[src/rtl/reset_sequencer.sv]
// reset_sequencer: brings up the ZBT RAM interface first and the core logic
// second, once the DCM lock has been stable for long enough. Any loss of lock
// sends both blocks back into reset and restarts the sequence. Lock drops are
// counted, saturating, so they can be shown on the hex display or LEDs.
//
// Handshake: there is none. Every output is registered and valid on every
// cycle after the first rising edge with reset_n low.
module reset_sequencer #(
   parameter int LOCK_CYCLES  = 1024,
   parameter int STAGE_CYCLES = 16,
   parameter int CNT_W        = 16
) (
   input  logic       clock,
   input  logic       reset_n,
   input  logic       locked_in,
   output logic       ram_reset,
   output logic       core_reset,
   output logic       ready,
   output logic [7:0] lock_loss_count,
   output logic [1:0] state
);

   typedef enum logic [1:0] {
      WAIT_LOCK = 2'd0,
      STABILIZE = 2'd1,
      RAM_UP    = 2'd2,
      RUN       = 2'd3
   } state_t;

   localparam logic [CNT_W-1:0] LOCK_LAST  = CNT_W'(LOCK_CYCLES - 1);
   localparam logic [CNT_W-1:0] STAGE_LAST = CNT_W'(STAGE_CYCLES - 1);

   state_t           state_q, state_d;
   logic [CNT_W-1:0] cnt_q, cnt_d;
   logic             sync1, locked_sync;
   logic             loss;

   // Two-flop synchronizer for the asynchronous DCM lock; no glitch filter.
   always_ff @(posedge clock) begin
      if (!reset_n) begin
         sync1       <= 1'b0;
         locked_sync <= 1'b0;
      end else begin
         sync1       <= locked_in;
         locked_sync <= sync1;
      end
   end

   // Next-state and counter logic; a lock loss wins over count completion.
   always_comb begin
      state_d = state_q;
      cnt_d   = cnt_q;
      loss    = 1'b0;
      case (state_q)
         WAIT_LOCK: begin
            cnt_d = '0;
            if (locked_sync) state_d = STABILIZE;
         end
         STABILIZE: begin
            if (!locked_sync) begin
               state_d = WAIT_LOCK;
               cnt_d   = '0;
               loss    = 1'b1;
            end else if (cnt_q == LOCK_LAST) begin
               state_d = RAM_UP;
               cnt_d   = '0;
            end else begin
               cnt_d = cnt_q + CNT_W'(1);
            end
         end
         RAM_UP: begin
            if (!locked_sync) begin
               state_d = WAIT_LOCK;
               cnt_d   = '0;
               loss    = 1'b1;
            end else if (cnt_q == STAGE_LAST) begin
               state_d = RUN;
               cnt_d   = '0;
            end else begin
               cnt_d = cnt_q + CNT_W'(1);
            end
         end
         RUN: begin
            cnt_d = '0;
            if (!locked_sync) begin
               state_d = WAIT_LOCK;
               loss    = 1'b1;
            end
         end
         default: begin
            state_d = WAIT_LOCK;
            cnt_d   = '0;
         end
      endcase
   end

   // State, counter, loss counter and outputs decoded from the next state,
   // so the resets move on the same edge as the state.
   always_ff @(posedge clock) begin
      if (!reset_n) begin
         state_q         <= WAIT_LOCK;
         cnt_q           <= '0;
         lock_loss_count <= 8'd0;
         ram_reset       <= 1'b1;
         core_reset      <= 1'b1;
         ready           <= 1'b0;
      end else begin
         state_q    <= state_d;
         cnt_q      <= cnt_d;
         ram_reset  <= !((state_d == RAM_UP) || (state_d == RUN));
         core_reset <= (state_d != RUN);
         ready      <= (state_d == RUN);
         if (loss && (lock_loss_count != 8'hFF))
            lock_loss_count <= lock_loss_count + 8'd1;
      end
   end

   assign state = state_q;

endmodule

[config.mk]
export PLATFORM = sky130hd
export DESIGN_NAME = reset_sequencer
export DESIGN_NICKNAME = d
export VERILOG_FILES = /design/src/rtl/reset_sequencer.sv
export SDC_FILE = /design/constraint.sdc
export NUM_CORES = 1
export LEC_CHECK = 0
export ABC_CLOCK_PERIOD_IN_PS = 2260
export BUFFER_PORTS_ARGS = -buffer_cell sky130_fd_sc_hd__buf_4
export CORE_AREA = 2 2 79 81
export CTS_CLUSTER_DIAMETER = 150
export DETAILED_ROUTE_END_ITERATION = 7
export DIE_AREA = 0 0 81 83
export SKIP_CTS_REPAIR_TIMING = 1
export SLEW_MARGIN = 25
export SYNTH_ARGS = -nofsm -noshare
export SYNTH_HDL_FRONTEND = slang
export SYNTH_SLANG_ARGS = --single-unit
export TNS_END_PERCENT = 20
[constraint.sdc]
create_clock -name clock -period 2.26 [get_ports clock]
set_clock_uncertainty 0.2 [all_clocks]
set_input_delay 0.339 -clock clock [delete_from_list [all_inputs] [get_ports clock]]
set_output_delay 0.339 -clock clock [all_outputs]
set_load 0.01 [all_outputs]
Word level (Yosys, flattened, before mapping)
Index checks and enable logic that the tools add are counted.

Output and inout port bits: 13. Bits in latches: 0. Word-level logic and storage cells: 39. Memory bits (read-only): 0. Flip-flop bits (word level): 31. Bits in writable memories: 0. Memories: 0.

Bitwise operators: 0. Divide/modulo/power cells: 0. Equal/unequal tests: 9. Magnitude comparators: 0. Multipliers: 0. Shift-type cells: 0. Mux-type cells: 14. Reduce and logical (&&, ||, !) cells: 6. $add $sub $neg: 2.

Operators by type and width (count): 16-bit two-way mux (4); 16-bit case mux with 3 select lines (1); 16-bit by 1-bit adder with 16-bit output, second input constant (1); 16-bit by 10-bit equality test with 1-bit output, second input constant (1); 16-bit by 4-bit equality test with 1-bit output, second input constant (1); 2-bit two-way mux (6); 8-bit by 1-bit adder with 8-bit output, second input constant (1); 2-bit equality test, second input constant (4); 8-bit != test, second input constant (1); 2-bit case mux with 4 select lines (1); 3-bit OR reduction (1); 2-bit by 1-bit equality test with 1-bit output, second input constant (1); 2-bit zero test (1); 1-bit two-way mux (2); 2-bit != test, second input constant (1); 2-bit OR reduction (1); 1-bit logical AND (1); 1-bit zero test (1); 1-bit logical OR (1).

Logic depth before layout (Yosys ltp)
Gate-level depths: netlist of the first run.

Depth after elaboration: 7. Mapped depth: 7.

Worst setup path after synthesis of the first run
Ideal clock, no wire load.

Kind: flip-flop to flip-flop. Start: reg cnt_q[0]. End: reg cnt_q[0]. Path slack: 0.402 ns. Period minus slack after synthesis: 1.858 ns. Cell stages (with the launch flop): 8. Data required time: 1.990 ns. Arrival: 1.589 ns. Path buffers: 2. Cells stage by stage: dfxtp_1 ha_1 and3_1 and4_1 or3_1 buf_2 buf_6 a21oi_1.

Cells in the longest elaborated chain, start to end: 4.

RTL lines: start: declaration (line 34) `logic [CNT_W-1:0] cnt_q, cnt_d;`; start signal: assignment (line 109) `cnt_q <= cnt_d;`; 16-bit by 1-bit adder with 16-bit output, or another cell as far along (line 68, 80); 16-bit two-way mux, on equally long branches (line 76, 64); 16-bit two-way mux, on equally long branches (line 72, 60); 16-bit case mux with 3 select lines (*) (line 54) `case (state_q)`.

Every way passes the cells marked *; elsewhere a longest branch is shown, timed or not. A chain may end at the register's enable or synchronous reset.

Final worst setup path of the first run
Start: reg cnt_q[0]. End: reg cnt_q[15].

The elaborated chain is that of the path after synthesis.

==> qor.yml, run 1 <==
placed_design:
  place_ws_ns: 0.1944
  place_congestion: 0.7865
  postPlaceCellArea_mm2: 0.001604
  dp_hpwl_mm: 1.921
  place_inst: 243
  io_buffers: 15
logic_synthesis:
  synth_fa_ha_area_frac: 0.01753
  synthMuxAreaShare: 0.007011
  yosys_warnings: 0
  synth.net_count: 162
  synth_edf_count: 0
  synth_xor_area_frac: 0.08589
  synth_top_family_by_area: "simple AND/OR/NAND/NOR gates"
  synthArstFlopShare: 0
  yosysSeqAreaShare: 0.4347
  syn_inst: 157
  ys_types: 39
  synth-seq-cells: 31
  synth_compound_area_frac: 0.1639
  synthSimpleGateAreaFrac: 0.2410
  syn_area_mm2: 0.001428
  ys.flop_type: "dfxtp_1"
  syn_area_per_cell_um2: 9.093
floorplan:
  initial_core_util: 0.2455
  die-area_mm2: 0.006723
  core-area_mm2: 0.005816
  die_width_um: 81
  num_rows: 28
  io_pins: 16
  die-height_um: 83
timing:
  whs_ns: 0.05502
  finalHoldViolations: 0
  slew_headroom: 0.6074
  tns_ns: 0
  setup_viol: 0
  slew_viol_final: 0
  fin_ws_ns: 0.1803
  fmax_mhz: 480.8
  grt_setup_unrepaired: "no"
  worst_pin_slew_ns: 0.5889
  fin_crit_ns: 2.080
  finalCritPeriodShare: 0.9202
grt:
  grt_pass1_vias: 1113
  grt_pass1_wl_mm: 4.995
  overflow: 0
  track_usage: 0.09529
  grt_start_max_net_pins: 17
  grt_antenna_before_repair: 0
run:
  cap_violations: 0
clocking:
  cts_root_buf: "clkbuf_8"
  clkTransAtPathRegs_ns: 0.06
  cts.sinks: 31
  cts_buffers: 5
  cts_tree: "built"
  clockBufferDepth: 2
  worstSkewPairLatency_ns: 0.29
  cts_htree_levels: 2
route:
  wirelength_mm: 2.728
  drt_iter0_drc: 88
  final_antenna_net_count: 0
  wl_per_cell_um: 10.91
  via_per_inst: 4.680
  drt-pass1-iter-count: 4
  drc: 0
  via_count: 1170
layout:
  nNetsFinal: 180
  drive_gt1_frac: 0.1886
  fin_cells: 250
  antenna_cells: 0
  fillers: 633
  area_growth_pct: 18.49
  fin_area_mm2: 0.001692
worst_hold_path:
  min_path_type: "in2reg"
  hp-start: "locked_in"
  holdPathStages: 2
  hold_end: "sync1"
worst_setup_path:
  timing.rr.end: "cnt_q[15]"
  cp-end-kind: "register"
  cp-start-kind: "register"
  r2r_cells: 5
  required_ns: 2.27
  r2r_slack_ns: 0.18
  path_max_fanout: 16
  path_class: "reg2reg"
  crit_arrival_ns: 2.09
  r2r-start: "cnt_q[0]"
power_and_ir_drop:
  p_leak_uw: 0.0005330
  peakVddDrop_mv: 0.1833
  powerDensity_mw_per_mm2: 592.9
status:
  outcome: "complete, no violations"
registers in the layout, indices dropped and copies added (netlist names):
register	flops
core_reset	1
lock_loss_count	8
ready	1
sync1	1
ram_reset	1
locked_sync	1
state	2
cnt_q	16
worst max-delay path by stage:
stage              from        end  slack [ns]  cells past startpoint
2_1_floorplan  cnt_q[0]   cnt_q[0]        0.40                      7
3_3_place_gp   cnt_q[0]  cnt_q[15]        0.24                      5
3_5_place_dp   cnt_q[0]  cnt_q[15]        0.19                      5
4_1_cts        cnt_q[0]  cnt_q[15]        0.16                      5
5_1_grt        cnt_q[0]   cnt_q[1]        0.04                      5
6_report       cnt_q[0]  cnt_q[15]        0.18                      5
through the flow:
step,total power [uW],util
6_report,1003,0.2909
5_1_grt,1044,0.2909
4_1_cts,1018,0.2909
3_5_place_dp,579.6,0.2758
3_3_place_gp,579.8,0.2758
2_1_floorplan,571.5,-
worst max-delay path, cell delays in order, from the launching register on:
cell and delay [ns]:
dfxtp_1 0.34, ha_1 0.24, and3_1 0.22, and4_1 0.16, or3_1 0.57, a22oi_1 0.27
cell usage in the layout (no fill, tap or decap), types with 3 or more instances in the layout:
| cell | Yosys | routed |
|---|---|---|
| nor3_1 | 7 | 7 |
| nor4_1 | 8 | 8 |
| dfxtp_1 | 31 | 31 |
| a21oi_1 | 16 | 16 |
| o31ai_1 | 3 | 3 |
| xnor2_1 | 12 | 12 |
| a21oi_2 | 3 | 3 |
| or4_1 | 3 | 3 |
| buf_4 | 1 | 17 |
| clkbuf_8 | 0 | 6 |
| nand2_1 | 8 | 8 |
| nand3_1 | 9 | 9 |
| inv_1 | 7 | 7 |
| nand4_1 | 7 | 7 |
| nor2_1 | 9 | 9 |
synth_stat cells, types with 2 or more instances:
library cell / number / area share
nor2_1: 9 / 0.024
a21oi_1: 16 / 0.056
buf_2: 3 / 0.011
xnor2_1: 12 / 0.074
a21oi_2: 3 / 0.018
ha_1: 2 / 0.018
a21boi_0: 2 / 0.011
o21ba_2: 2 / 0.014
inv_1: 7 / 0.018
and2_1: 2 / 0.0088
nor4_1: 8 / 0.035
nand2_1: 8 / 0.021
nand4_1: 7 / 0.031
nor3_1: 7 / 0.025
nand3_1: 9 / 0.032
buf_6: 2 / 0.016
dfxtp_1: 31 / 0.43
o31ai_1: 3 / 0.016
xor2_1: 2 / 0.012
or4_1: 3 / 0.016
routing by layer:
metal  wire length [um]  global-route usage
met4                 85             0.06163
met3                148             0.03587
met1               1255              0.1158
met5                  0                   0
met2               1239              0.1382
kinds of logic after synthesis:
group | after synthesis
adders and majority gates | 2
muxes | 1
and+or+nand+nor | 62
buffers and inverters | 13
xor gates and xnor gates | 14
AOI/OAI and AO/OA | 34
DFF | 31
layout make-up:
| type | instances | area, um^2 | share of cell area |
|---|---|---|---|
| Clock buffer | 6 | 82.58 | 0.04882 |
| Clock inverter | 1 | 5.005 | 0.002959 |
| Tap cell | 75 | 93.84 | 0.05547 |
| Timing Repair Buffer | 17 | 127.6 | 0.07544 |
| Inverter | 7 | 26.28 | 0.01553 |
| Sequential cell | 31 | 620.6 | 0.3669 |
| Multi-Input combinational cell | 113 | 735.7 | 0.4349 |
power breakdown:
part	internal (uW)	leakage [uW]	total, uW	switching, uW
registers	549	0.000250	552	2.21
logic	7.00	0.000236	15.8	8.79
clock network	238	0.0000470	436	197
No activity file was read; power rests on OpenSTA's default activity.
==> run 2: changes to the inputs <==
--- a/config.mk
+++ b/config.mk
@@ -7,10 +7,11 @@
 export LEC_CHECK = 0
 export ABC_CLOCK_PERIOD_IN_PS = 2260
 export BUFFER_PORTS_ARGS = -buffer_cell sky130_fd_sc_hd__buf_4
-export CORE_AREA = 2 2 79 81
+export CORE_AREA = 2 2 76 85
 export CTS_CLUSTER_DIAMETER = 150
 export DETAILED_ROUTE_END_ITERATION = 7
-export DIE_AREA = 0 0 81 83
+export DIE_AREA = 0 0 78 87
+export RECOVER_POWER = 50
 export SKIP_CTS_REPAIR_TIMING = 1
 export SLEW_MARGIN = 25
 export SYNTH_ARGS = -nofsm -noshare
==> run 2 against run 1 <==
  * Setup slack worse by 0.0095 ns
  * Fmax down 0.46%
  * Final area down 2.1%
  * Via count down 2.1%
  * Sequential share of layout area up 0.78 points
  * Core utilization down 1.5 points
  * Register-to-register slack about the same
  * Clock power up 29%
  * Global-route usage down 0.83 points
==> qor.yml, run 2 (synthesis gave the netlist of run 1 again) <==
status:
  outcome: "complete, no violations"
power_and_ir_drop:
  powerDensity_mw_per_mm2: 681.4
  peakVddDrop_mv: 0.2466
  p_leak_uw: 0.0004782
layout:
  largest_reg_flops: 16
  final_cell_mix: "31 x dfxtp_1, 16 x a21oi_1, 14 x clkbuf_1"
  area_growth_pct: 16.04
  nNetsFinal: 179
  final_common_cell: "dfxtp_1"
  largest-register: "cnt_q"
  fin_cells: 255
  drive_gt1_frac: 0.09143
  antenna_cells: 0
worst_setup_path:
  r2r-start: "cnt_q[0]"
  slowest_delay_ns: 0.57
  cp-start-kind: "register"
  r2r_cells: 5
  cp-end-kind: "register"
  timing.rr.end: "cnt_q[1]"
  path_max_fanout: 16
  path_class: "reg2reg"
  r2r_slack_ns: 0.17
  worst_path_max_delay_cell: "or3_1"
  crit_arrival_ns: 2.09
  startpoint: "cnt_q[0]"
  path_cells: "ha_1 -> and3_1 -> and4_1 -> or3_1 -> a21boi_0"
  required_ns: 2.26
route:
  via_per_inst: 4.490
  drt_iter0_drc: 34
  wirelength_mm: 2.699
  drt-pass1-iter-count: 4
  final_antenna_net_count: 0
  drc: 0
  via_count: 1145
  wl_per_cell_um: 10.58
timing:
  grt_setup_unrepaired: "no"
  setup_viol: 0
  tns_ns: 0
  fin_ws_ns: 0.1708
  slew_viol_final: 0
  fin_crit_ns: 2.089
  finalCritPeriodShare: 0.9244
  fmax_mhz: 478.6
  finalHoldViolations: 0
  worst_pin_slew_ns: 0.5863
  slew_headroom: 0.6092
floorplan:
  initial_core_util: 0.2377
  die-height_um: 87
  die-area_mm2: 0.006786
  die_width_um: 78
  io_pins: 16
  core-area_mm2: 0.006006
  num_rows: 30
clocking:
  cts_tree: "built"
  cts.sinks: 31
  clockBufferDepth: 2
  cts_htree_levels: 2
  clkTransAtPathRegs_ns: 0.07
  cts_buffers: 5
  worstSkewPairLatency_ns: 0.29
  cts_root_buf: "clkbuf_8"
grt:
  grt_start_max_net_pins: 17
  track_usage: 0.08698
  grt_pass1_vias: 1060
  grt_pass1_wl_mm: 4.733
  overflow: 0
  grt_antenna_before_repair: 0
placed_design:
  place_congestion: 0.7786
  io_buffers: 15
  dp_hpwl_mm: 1.930
  place_ws_ns: 0.1863
  place_inst: 247
run:
  cap_violations: 0
worst_hold_path:
  hp-start: "locked_in"
  hold_end: "sync1"
  min_path_type: "in2reg"
  holdPathStages: 2
-- run 2: cell count changes in the layout (fill, tap and decap cells not counted) --
cell | previous run | this run
o21ba_1 | 0 | 1
or3_4 | 1 | 0
bufinv_16 | 0 | 1
o21ba_2 | 2 | 1
nand4_1 | 7 | 8
nand4_2 | 1 | 0
buf_4 | 17 | 2
or3_1 | 1 | 2
clkbuf_1 | 0 | 14
-- run 2: worst max-delay path: cells and delay by family, from the launching register on --
kind / cells / cell delay, ns
compound gates: 1 / 0.27
simple gates: 3 / 0.97
fa+ha+maj: 1 / 0.23
flops: 1 / 0.33
-- run 2: per-stage QoR --
stage          hold WS [ns]  utilization  cell area [um^2]  power (uW)
4_1_cts             0.04703       0.2865              1720        1150
6_report            0.05598       0.2758              1657        1129
3_3_place_gp         0.2136       0.2669              1603       579.3
2_1_floorplan        0.2118            -              1428       571.5
5_1_grt             0.04895       0.2758              1657        1167
3_5_place_dp         0.2209       0.2669              1603       579.4
-- run 2: area by class of cell --
class | count | area, um^2
well taps | 80 | 100.1
multi-input cells | 113 | 724.4
clock buffers | 6 | 82.58
fillers | 660 | 4349
flip-flops and latches | 31 | 620.6
clock inverters | 2 | 35.03
repair buffers | 16 | 67.56
inverters | 7 | 26.28
-- run 2: layer usage --
| metal | track usage | routed length (um) | up-vias | share of wire |
|---|---|---|---|---|
| li1 | - | - | 608 | - |
| met1 | 0.1070 | 1277 | 520 | 0.47 |
| met2 | 0.1395 | 1313 | 13 | 0.49 |
| met3 | 0.01245 | 65 | 4 | 0.024 |
| met4 | 0.06220 | 43 | 0 | 0.016 |
| met5 | 0 | 0 | - | 0 |
-- run 2: report_power, final --
| group | internal, uW | switching, uW |
|---|---|---|
| Clock | 356 | 208 |
| Sequential | 549 | 2.18 |
| Combinational | 5.19 | 8.31 |
-- run 2: worst max path at each step --
| stage | cells after the start | to |
|---|---|---|
| after detailed placement | 5 | cnt_q[1] |
| after CTS | 5 | cnt_q[1] |
| after floorplan | 7 | cnt_q[0] |
| final | 5 | cnt_q[1] |
| after global placement | 5 | cnt_q[15] |
| after global routing | 5 | cnt_q[15] |
